## src/rtl/rr_stream_pkg.sv

```systemverilog
// Shared constants and helpers for the round-robin stream multiplexer family.
package rr_stream_pkg;

    localparam int MODE_RR    = 0;
    localparam int MODE_FIXED = 1;

    // Index width for a channel count, never narrower than one bit.
    function automatic int clog2_min1(input int n);
        return (n <= 2) ? 1 : $clog2(n);
    endfunction

endpackage

```

## src/rtl/rr_arbiter.sv

```systemverilog
// Combinational rotating-priority arbiter: the first requester at or above ptr wins,
// with the search wrapping back to channel 0.
module rr_arbiter
    import rr_stream_pkg::*;
#(
    parameter int  NUM_CH = 4,
    localparam int SELW   = clog2_min1(NUM_CH)
) (
    input  logic [NUM_CH-1:0] req,
    input  logic [SELW-1:0]   ptr,
    output logic [NUM_CH-1:0] grant,
    output logic [SELW-1:0]   grant_idx,
    output logic              any_grant
);

    int idx;

    always_comb begin
        grant     = '0;
        grant_idx = '0;
        any_grant = 1'b0;
        idx       = 0;
        for (int k = 0; k < NUM_CH; k++) begin
            // Explicit wrap keeps the search legal for non-power-of-2 channel counts.
            idx = int'(ptr) + k;
            if (idx >= NUM_CH) idx = idx - NUM_CH;
            if (!any_grant && req[idx]) begin
                any_grant  = 1'b1;
                grant_idx  = SELW'(idx);
                grant[idx] = 1'b1;
            end
        end
    end

endmodule

```

## src/rtl/rr_stream_mux.sv

```systemverilog
// N-channel valid/ready stream multiplexer with a single registered output stage,
// selecting by round-robin (MODE_RR) or by the sel port (MODE_FIXED).
module rr_stream_mux
    import rr_stream_pkg::*;
#(
    parameter int  NUM_CH = 4,
    parameter int  WIDTH  = 8,
    parameter int  MODE   = MODE_RR,
    localparam int SELW   = clog2_min1(NUM_CH)
) (
    input  logic                    clk,
    input  logic                    rst,
    input  logic [NUM_CH*WIDTH-1:0] in_data,
    input  logic [NUM_CH-1:0]       in_valid,
    output logic [NUM_CH-1:0]       in_ready,
    input  logic [SELW-1:0]         sel,
    output logic [WIDTH-1:0]        out_data,
    output logic                    out_valid,
    input  logic                    out_ready,
    output logic [SELW-1:0]         out_ch
);

    // Handshake: a word moves on a rising edge when valid and ready are both high in
    // that cycle; a producer holds valid and data stable until it sees its ready.
    localparam bit FIXED = (MODE == MODE_FIXED);

    logic [SELW-1:0]   ptr;
    logic              load_en;
    logic              accept;
    logic [NUM_CH-1:0] rr_grant;
    logic [SELW-1:0]   rr_idx;
    logic              rr_any;
    logic [NUM_CH-1:0] fx_grant;
    logic              fx_any;
    logic [NUM_CH-1:0] g_onehot;
    logic [SELW-1:0]   g_idx;
    logic              g_any;
    logic [SELW-1:0]   ptr_next;

    rr_arbiter #(.NUM_CH(NUM_CH)) u_arb (
        .req       (in_valid),
        .ptr       (ptr),
        .grant     (rr_grant),
        .grant_idx (rr_idx),
        .any_grant (rr_any)
    );

    // Out-of-range sel simply produces no grant.
    always_comb begin
        fx_grant = '0;
        fx_any   = 1'b0;
        if ((int'(sel) < NUM_CH) && in_valid[sel]) begin
            fx_any        = 1'b1;
            fx_grant[sel] = 1'b1;
        end
    end

    assign g_onehot = FIXED ? fx_grant : rr_grant;
    assign g_idx    = FIXED ? sel      : rr_idx;
    assign g_any    = FIXED ? fx_any   : rr_any;

    // No skid buffer: out_ready reaches in_ready combinationally.
    assign load_en  = !out_valid || out_ready;
    assign in_ready = (load_en && !rst) ? g_onehot : '0;
    assign accept   = g_any && load_en && !rst;

    assign ptr_next = (int'(g_idx) == NUM_CH - 1) ? '0 : SELW'(int'(g_idx) + 1);

    always_ff @(posedge clk or posedge rst) begin
        if (rst) begin
            out_valid <= 1'b0;
            out_data  <= '0;
            out_ch    <= '0;
            ptr       <= '0;
        end else begin
            if (accept) begin
                out_data  <= in_data[int'(g_idx)*WIDTH +: WIDTH];
                out_ch    <= g_idx;
                out_valid <= 1'b1;
                if (!FIXED) ptr <= ptr_next;
            end else if (out_ready) begin
                out_valid <= 1'b0;
            end
        end
    end

endmodule

```

## config.mk

```make
export PLATFORM = sky130hd
export DESIGN_NAME = rr_stream_mux
export DESIGN_NICKNAME = d
export VERILOG_FILES = /design/src/rtl/rr_stream_pkg.sv /design/src/rtl/rr_arbiter.sv /design/src/rtl/rr_stream_mux.sv
export SDC_FILE = /design/constraint.sdc
export NUM_CORES = 1
export LEC_CHECK = 0
export CORE_ASPECT_RATIO = 2
export CORE_MARGIN = 1
export CORE_UTILIZATION = 42
export CTS_CLUSTER_SIZE = 16
export DETAILED_ROUTE_END_ITERATION = 10
export MAX_ROUTING_LAYER = met4
export PLACE_DENSITY = 0.78
export SETUP_SLACK_MARGIN = 0.2
export SYNTH_ARGS = -nofsm -noshare
export SYNTH_HDL_FRONTEND = slang
export SYNTH_SLANG_ARGS = --single-unit
```

## constraint.sdc

```tcl
create_clock -name clk -period 10.02 [get_ports clk]
set_input_delay 3.006 -clock clk [delete_from_list [all_inputs] [get_ports clk]]
set_output_delay 3.006 -clock clk [all_outputs]
set_load 0.03 [all_outputs]
```

; ---- After elaboration in Yosys (flattened, before gate mapping)
; Cells that the tools add are included.
[totals]
reg_bits = 13
in_bits = 41
out_inout_bits = 15
wordCells = 86
[op_classes]
addsub = 8
n_lt_le_gt_ge = 12
eq_ne = 1
shift = 1
n_mux = 40
bitwise_logic = 3
n_reduce_logical = 17
[op_table]
columns = operator, count
row1 = "32-bit by 1-bit >= comparator with 1-bit output, second input constant", 4
row2 = "32-bit by 4-bit < comparator with 1-bit output, second input constant", 4
row3 = 32-bit 2-to-1 mux, 4
row4 = "32-bit by 4-bit >= comparator with 1-bit output, second input constant", 3
row5 = "32-bit by 4-bit subtractor with 32-bit output, second input constant", 3
row6 = 32-bit by 6-bit variable part select with 8-bit output, 1
row7 = 4-bit 2-to-1 mux, 5
row8 = 1-bit 2-to-1 mux, 18
row9 = 4-bit OR, 3
row10 = 1-bit logical AND, 10
row11 = 2-bit 2-to-1 mux, 5
row12 = 1-bit binary-select mux with 2-bit select, 4
row13 = 1-bit demux with 2-bit select, 4
row14 = "2-bit by 2-bit adder with 3-bit output, second input constant", 2
row15 = 1-bit logical NOT, 5
row16 = "2-bit by 3-bit subtractor with 4-bit output, second input constant", 1
row17 = "2-bit by 1-bit adder with 3-bit output, second input constant", 1
row18 = "2-bit by 3-bit >= comparator with 1-bit output, second input constant", 1
row19 = "2-bit by 1-bit adder with 2-bit output, second input constant", 1
row20 = "2-bit by 1-bit == test with 1-bit output, second input constant", 1
row21 = 2-bit nonzero test, 1
row22 = 1-bit logical OR, 1

; ---- Depth between registers and ports, before layout
[depth]
depth_word = 18
ltp_mapped = 12
ltp_nobuf = 8

; ---- Cells and area by module
; Synthesis repeated with hierarchy kept, for this count alone.
[hier_totals]
cells_unflattened = 95
hier_area_um2 = 1244.9
[by_module_without_submodules]
columns = module, n_inst, cells_per_inst, area_each_um2, seq_area_each_um2
row1 = rr_stream_mux, 1, 47, 784.5, 325.3
row2 = rr_arbiter, 1, 48, 460.4, 0.0

; ---- Worst setup path before layout
; OpenSTA, ideal clock, no wires.
[synth_path]
path_type = in2out
startpoint = in in_valid[0]
endpoint = out in_ready[0]
t_arrival_ns = 4.752
required_ns = 7.014
slack_ns = 2.262
path_stages = 6
n_path_buf = 1
cell_sequence = clkbuf_1 mux4_2 a211oi_2 a22oi_1 a2bb2oi_1 a21oi_1
[synth_via]
elab_chain_len = 14
elab_cells_between_ends = 29
cone_classes = 20 x mux / 3 x bitwise / 6 x reduce/logical
[synth_lines]
columns = item, line
row1 = start: declaration, rr_stream_mux.sv:14  ; input logic [NUM_CH-1:0] in_valid,
row2 = 1-bit binary-select mux with 2-bit select, rr_arbiter.sv:27  ; if (!any_grant && req[idx]) begin
row3 = 1-bit 2-to-1 mux (implied by the code) (2 in a row), rr_arbiter.sv:27
row4 = 1-bit 2-to-1 mux, rr_arbiter.sv:27
row5 = 1-bit logical NOT, rr_arbiter.sv:27
row6 = 1-bit logical AND, rr_arbiter.sv:27
row7 = 1-bit 2-to-1 mux, rr_arbiter.sv:27
row8 = 1-bit logical NOT, rr_arbiter.sv:27
row9 = 1-bit logical AND, rr_arbiter.sv:27
row10 = 1-bit 2-to-1 mux, rr_arbiter.sv:27
row11 = 1-bit logical NOT, rr_arbiter.sv:27
row12 = 1-bit logical AND, rr_arbiter.sv:27
row13 = 4-bit 2-to-1 mux *, rr_arbiter.sv:27
row14 = 4-bit 2-to-1 mux *, rr_stream_mux.sv:64  ; assign in_ready = (load_en && !rst) ? g_onehot : '0;
row15 = end: declaration, rr_stream_mux.sv:15  ; output logic [NUM_CH-1:0] in_ready,
; Mark *: on every way between the ends. The rest lies on a longest branch, timed or not. The select of a mux whose other input is x is not followed.

; ---- Final worst setup path
[layout_path]
startpoint = in in_valid[0]
endpoint = out in_ready[3]
; Same word-level chain as after synthesis.

==> impl_metrics.env <==
export IMPL_drt_pass1_iter_count=4
export IMPL_areaGrowthSynthToFinish_pct=43.5
export IMPL_drv_slew=0
export IMPL_yosysSeqAreaShare=0.258
export IMPL_synth_common_cells="21 x nand2_1, 16 x mux2i_1, 13 x dfrtp_1"
export IMPL_critPathLaunchType="input pin"
export IMPL_synth_edff_count=0
export IMPL_yosys_warnings=0
export IMPL_routed_via_density=5.75
export IMPL_synth_most_common_cell="nand2_1"
export IMPL_synth_area_mm2=0.00126
export IMPL_cts_resized=0
export IMPL_initial_core_util=0.450
export IMPL_setup_ws_ns=1.31
export IMPL_core_mm2=0.00280
export IMPL_hp_start="out_data[5]"
export IMPL_yosysTopAreaCell="dfrtp_1"
export IMPL_final_util=0.646
export IMPL_ys_ff_latch=13
export IMPL_detail_route_wl_per_cell_um=14.5
export IMPL_tightest_slew_ns=1.01
export IMPL_worstPathRequired_ns=7.01
export IMPL_reg2reg_slack_ns=6.64
export IMPL_ant_nets=0
export IMPL_vias=1213
export IMPL_synth_ff_type="dfrtp_1"
export IMPL_cts_hold_buffers_added=0
export IMPL_post_place_ws_ns=1.34
export IMPL_cts_tree="built"
export IMPL_outcome="finished, final reports clean"
export IMPL_grt_pass1_wl_um=4840
export IMPL_power_density_mw_per_mm2=309
export IMPL_gp_congestion=0.672
export IMPL_ioPinCount=56
export IMPL_r2r_start="ptr[0]"
export IMPL_grt_setup_unrepaired="no"
export IMPL_timing_rr_end="out_data[7]"
export IMPL_post_route_period_util=0.870
export IMPL_hp_class="reg -> reg"
export IMPL_synth_cell_types=38
export IMPL_track_usage=0.214
export IMPL_clockPowerShare=0.083
export IMPL_yosysTopAreaCellShare=0.258
export IMPL_min_to="out_data[5]"
export IMPL_antenna_found_initial=0
export IMPL_ff2ff_path_depth=7
export IMPL_path_class="in -> out"
export IMPL_htree_levels=1
export IMPL_overflow=0
export IMPL_critPathCaptureType="output pin"
export IMPL_post_route_min_period_ns=8.71
export IMPL_finalSetupTns_ns=0
export IMPL_power_static_leakage_nw=0.765
export IMPL_root_buffer="clkbuf_8"
export IMPL_cts_clk_slew_worst_paths_ns=0.06
export IMPL_postCtsSetupRepairBufs=0
export IMPL_grt_pass1_vias=1236
export IMPL_drc_errors=0
export IMPL_path_max_fanout=11
export IMPL_synthCells=135
export IMPL_n_antenna_cell=0
export IMPL_power_switching_mw=0.260
export IMPL_syn_num_nets=181
export IMPL_cap_violations=0
export IMPL_hold_violations=0
export IMPL_crit_arrival_ns=5.71
export IMPL_finalWirelength_um=3070
export IMPL_cts_buffers=3
export IMPL_peakVddDrop_uv=172
export IMPL_clockBufferDepth=2
export IMPL_ys_async_sr_fraction=1.00
export IMPL_drive_gt1_frac=0.143
export IMPL_seq_power_share=0.196
export IMPL_cts_sinks=13
export IMPL_die_x_um=40.8
export IMPL_whs_path_depth=2
export IMPL_synth_area_top_cells="dfrtp_1 26%, mux2i_1 13%, mux2_2 7.1%"
export IMPL_fp_dieH_um=79.5
export IMPL_hpwl_um=2490
export IMPL_switching_share=0.465
export IMPL_grt_max_degree=24
export IMPL_max_freq_mhz=115
export IMPL_rows=27
export IMPL_relSlewSlack=0.328
export IMPL_clock_latency_ns=0.24
export IMPL_portBuffers=53
export IMPL_power_internal_mw=0.300
export IMPL_place_inst=207
export IMPL_drtIter0Drc=29
export IMPL_comb_power_share=0.721
export IMPL_dieArea_mm2=0.00324
export IMPL_syn_mean_instance_area_um2=9.35
export IMPL_fin_worst_skew_ns=0.00212
export IMPL_finalSetupViolations=0
export IMPL_fin_cells=211
export IMPL_final_nets=229
export IMPL_whs_ns=0.479
==> power groups by stage <==
stage | registers [mW] | logic [mW] | clock network, mW
6_report | 0.110 | 0.404 | 0.0464
4_1_cts | 0.109 | 0.405 | 0.0477
3_3_place_gp | 0.107 | 0.388 | 0
5_1_grt | 0.114 | 0.430 | 0.0496
3_5_place_dp | 0.110 | 0.403 | 0
2_1_floorplan | 0.133 | 0.284 | 0
==> metal layers <==
| metal | GRT usage | up-vias | routed length, um |
|---|---|---|---|
| li1 | - | 583 | - |
| met1 | 0.191 | 576 | 1070 |
| met2 | 0.416 | 52 | 1840 |
| met3 | 0.0167 | 2 | 133 |
| met4 | 0.0700 | 0 | 28 |
| met5 | - | - | 0 |
==> worst max-delay path by stage <==
| stage | slack [ns] | depth (start not counted) | end | start |
|---|---|---|---|---|
| 2_1_floorplan | 2.26 | 6 | in_ready[0] | in_valid[0] |
| 3_3_place_gp | 1.43 | 7 | in_ready[0] | in_valid[0] |
| 3_5_place_dp | 1.34 | 7 | in_ready[1] | in_valid[0] |
| 4_1_cts | 1.34 | 7 | in_ready[1] | in_valid[0] |
| 5_1_grt | 1.23 | 7 | in_ready[3] | in_valid[0] |
| 6_report | 1.31 | 7 | in_ready[3] | in_valid[0] |
==> registers in the layout (all words and copies together) (netlist names) <==
name	cells
out_ch	2
out_data	8
out_valid	1
ptr	2
==> through the flow <==
step	power, mW	area, um^2
finish	0.560	1810
global route	0.593	1810
CTS	0.562	1810
detailed placement	0.513	1770
global placement	0.495	1770
floorplan	0.418	1260
==> cells by family (layout without fill, tap and decap cells) <==
kind of cell / Yosys count / after routing / synth area share
AOI/OAI and AO/OA: 38 / 38 / 0.239
and+or+nand+nor: 34 / 34 / 0.116
muxes: 27 / 27 / 0.246
buffers and inverters: 15 / 62 / 0.0714
DFF: 13 / 13 / 0.258
adders and majority gates: 5 / 5 / 0.0496
xor gates and xnor gates: 3 / 3 / 0.0208
==> critical path: stages <==
cell	delay (ns)
clkdlybuf4s50_1	0.58
mux4_2	0.60
a211oi_2	0.32
a22oi_1	0.16
a2bb2oi_1	0.18
a21oi_1	0.17
clkdlybuf4s50_1	0.68
==> layout by cell type, fill, tap and decap left out, types with 4 or more instances in the layout <==
master / n
a21oi_1: 6
a2bb2oi_1: 4
dfrtp_1: 13
o21ai_2: 6
clkdlybuf4s50_1: 53
mux2i_1: 16
a22oi_1: 4
mux2_2: 8
nor2_1: 5
nand2_1: 21
inv_1: 5
ha_1: 5
==> final cells by class <==
cell class / count / area (um^2)
sequential: 13 / 325
clock buffer: 4 / 45.0
multi-input combinational: 107 / 856
fill: 257 / 992
tap: 29 / 36.3
timing repair buffer: 53 / 531
inverter: 5 / 18.8
Note: power is estimated with default switching activity, not from simulation.
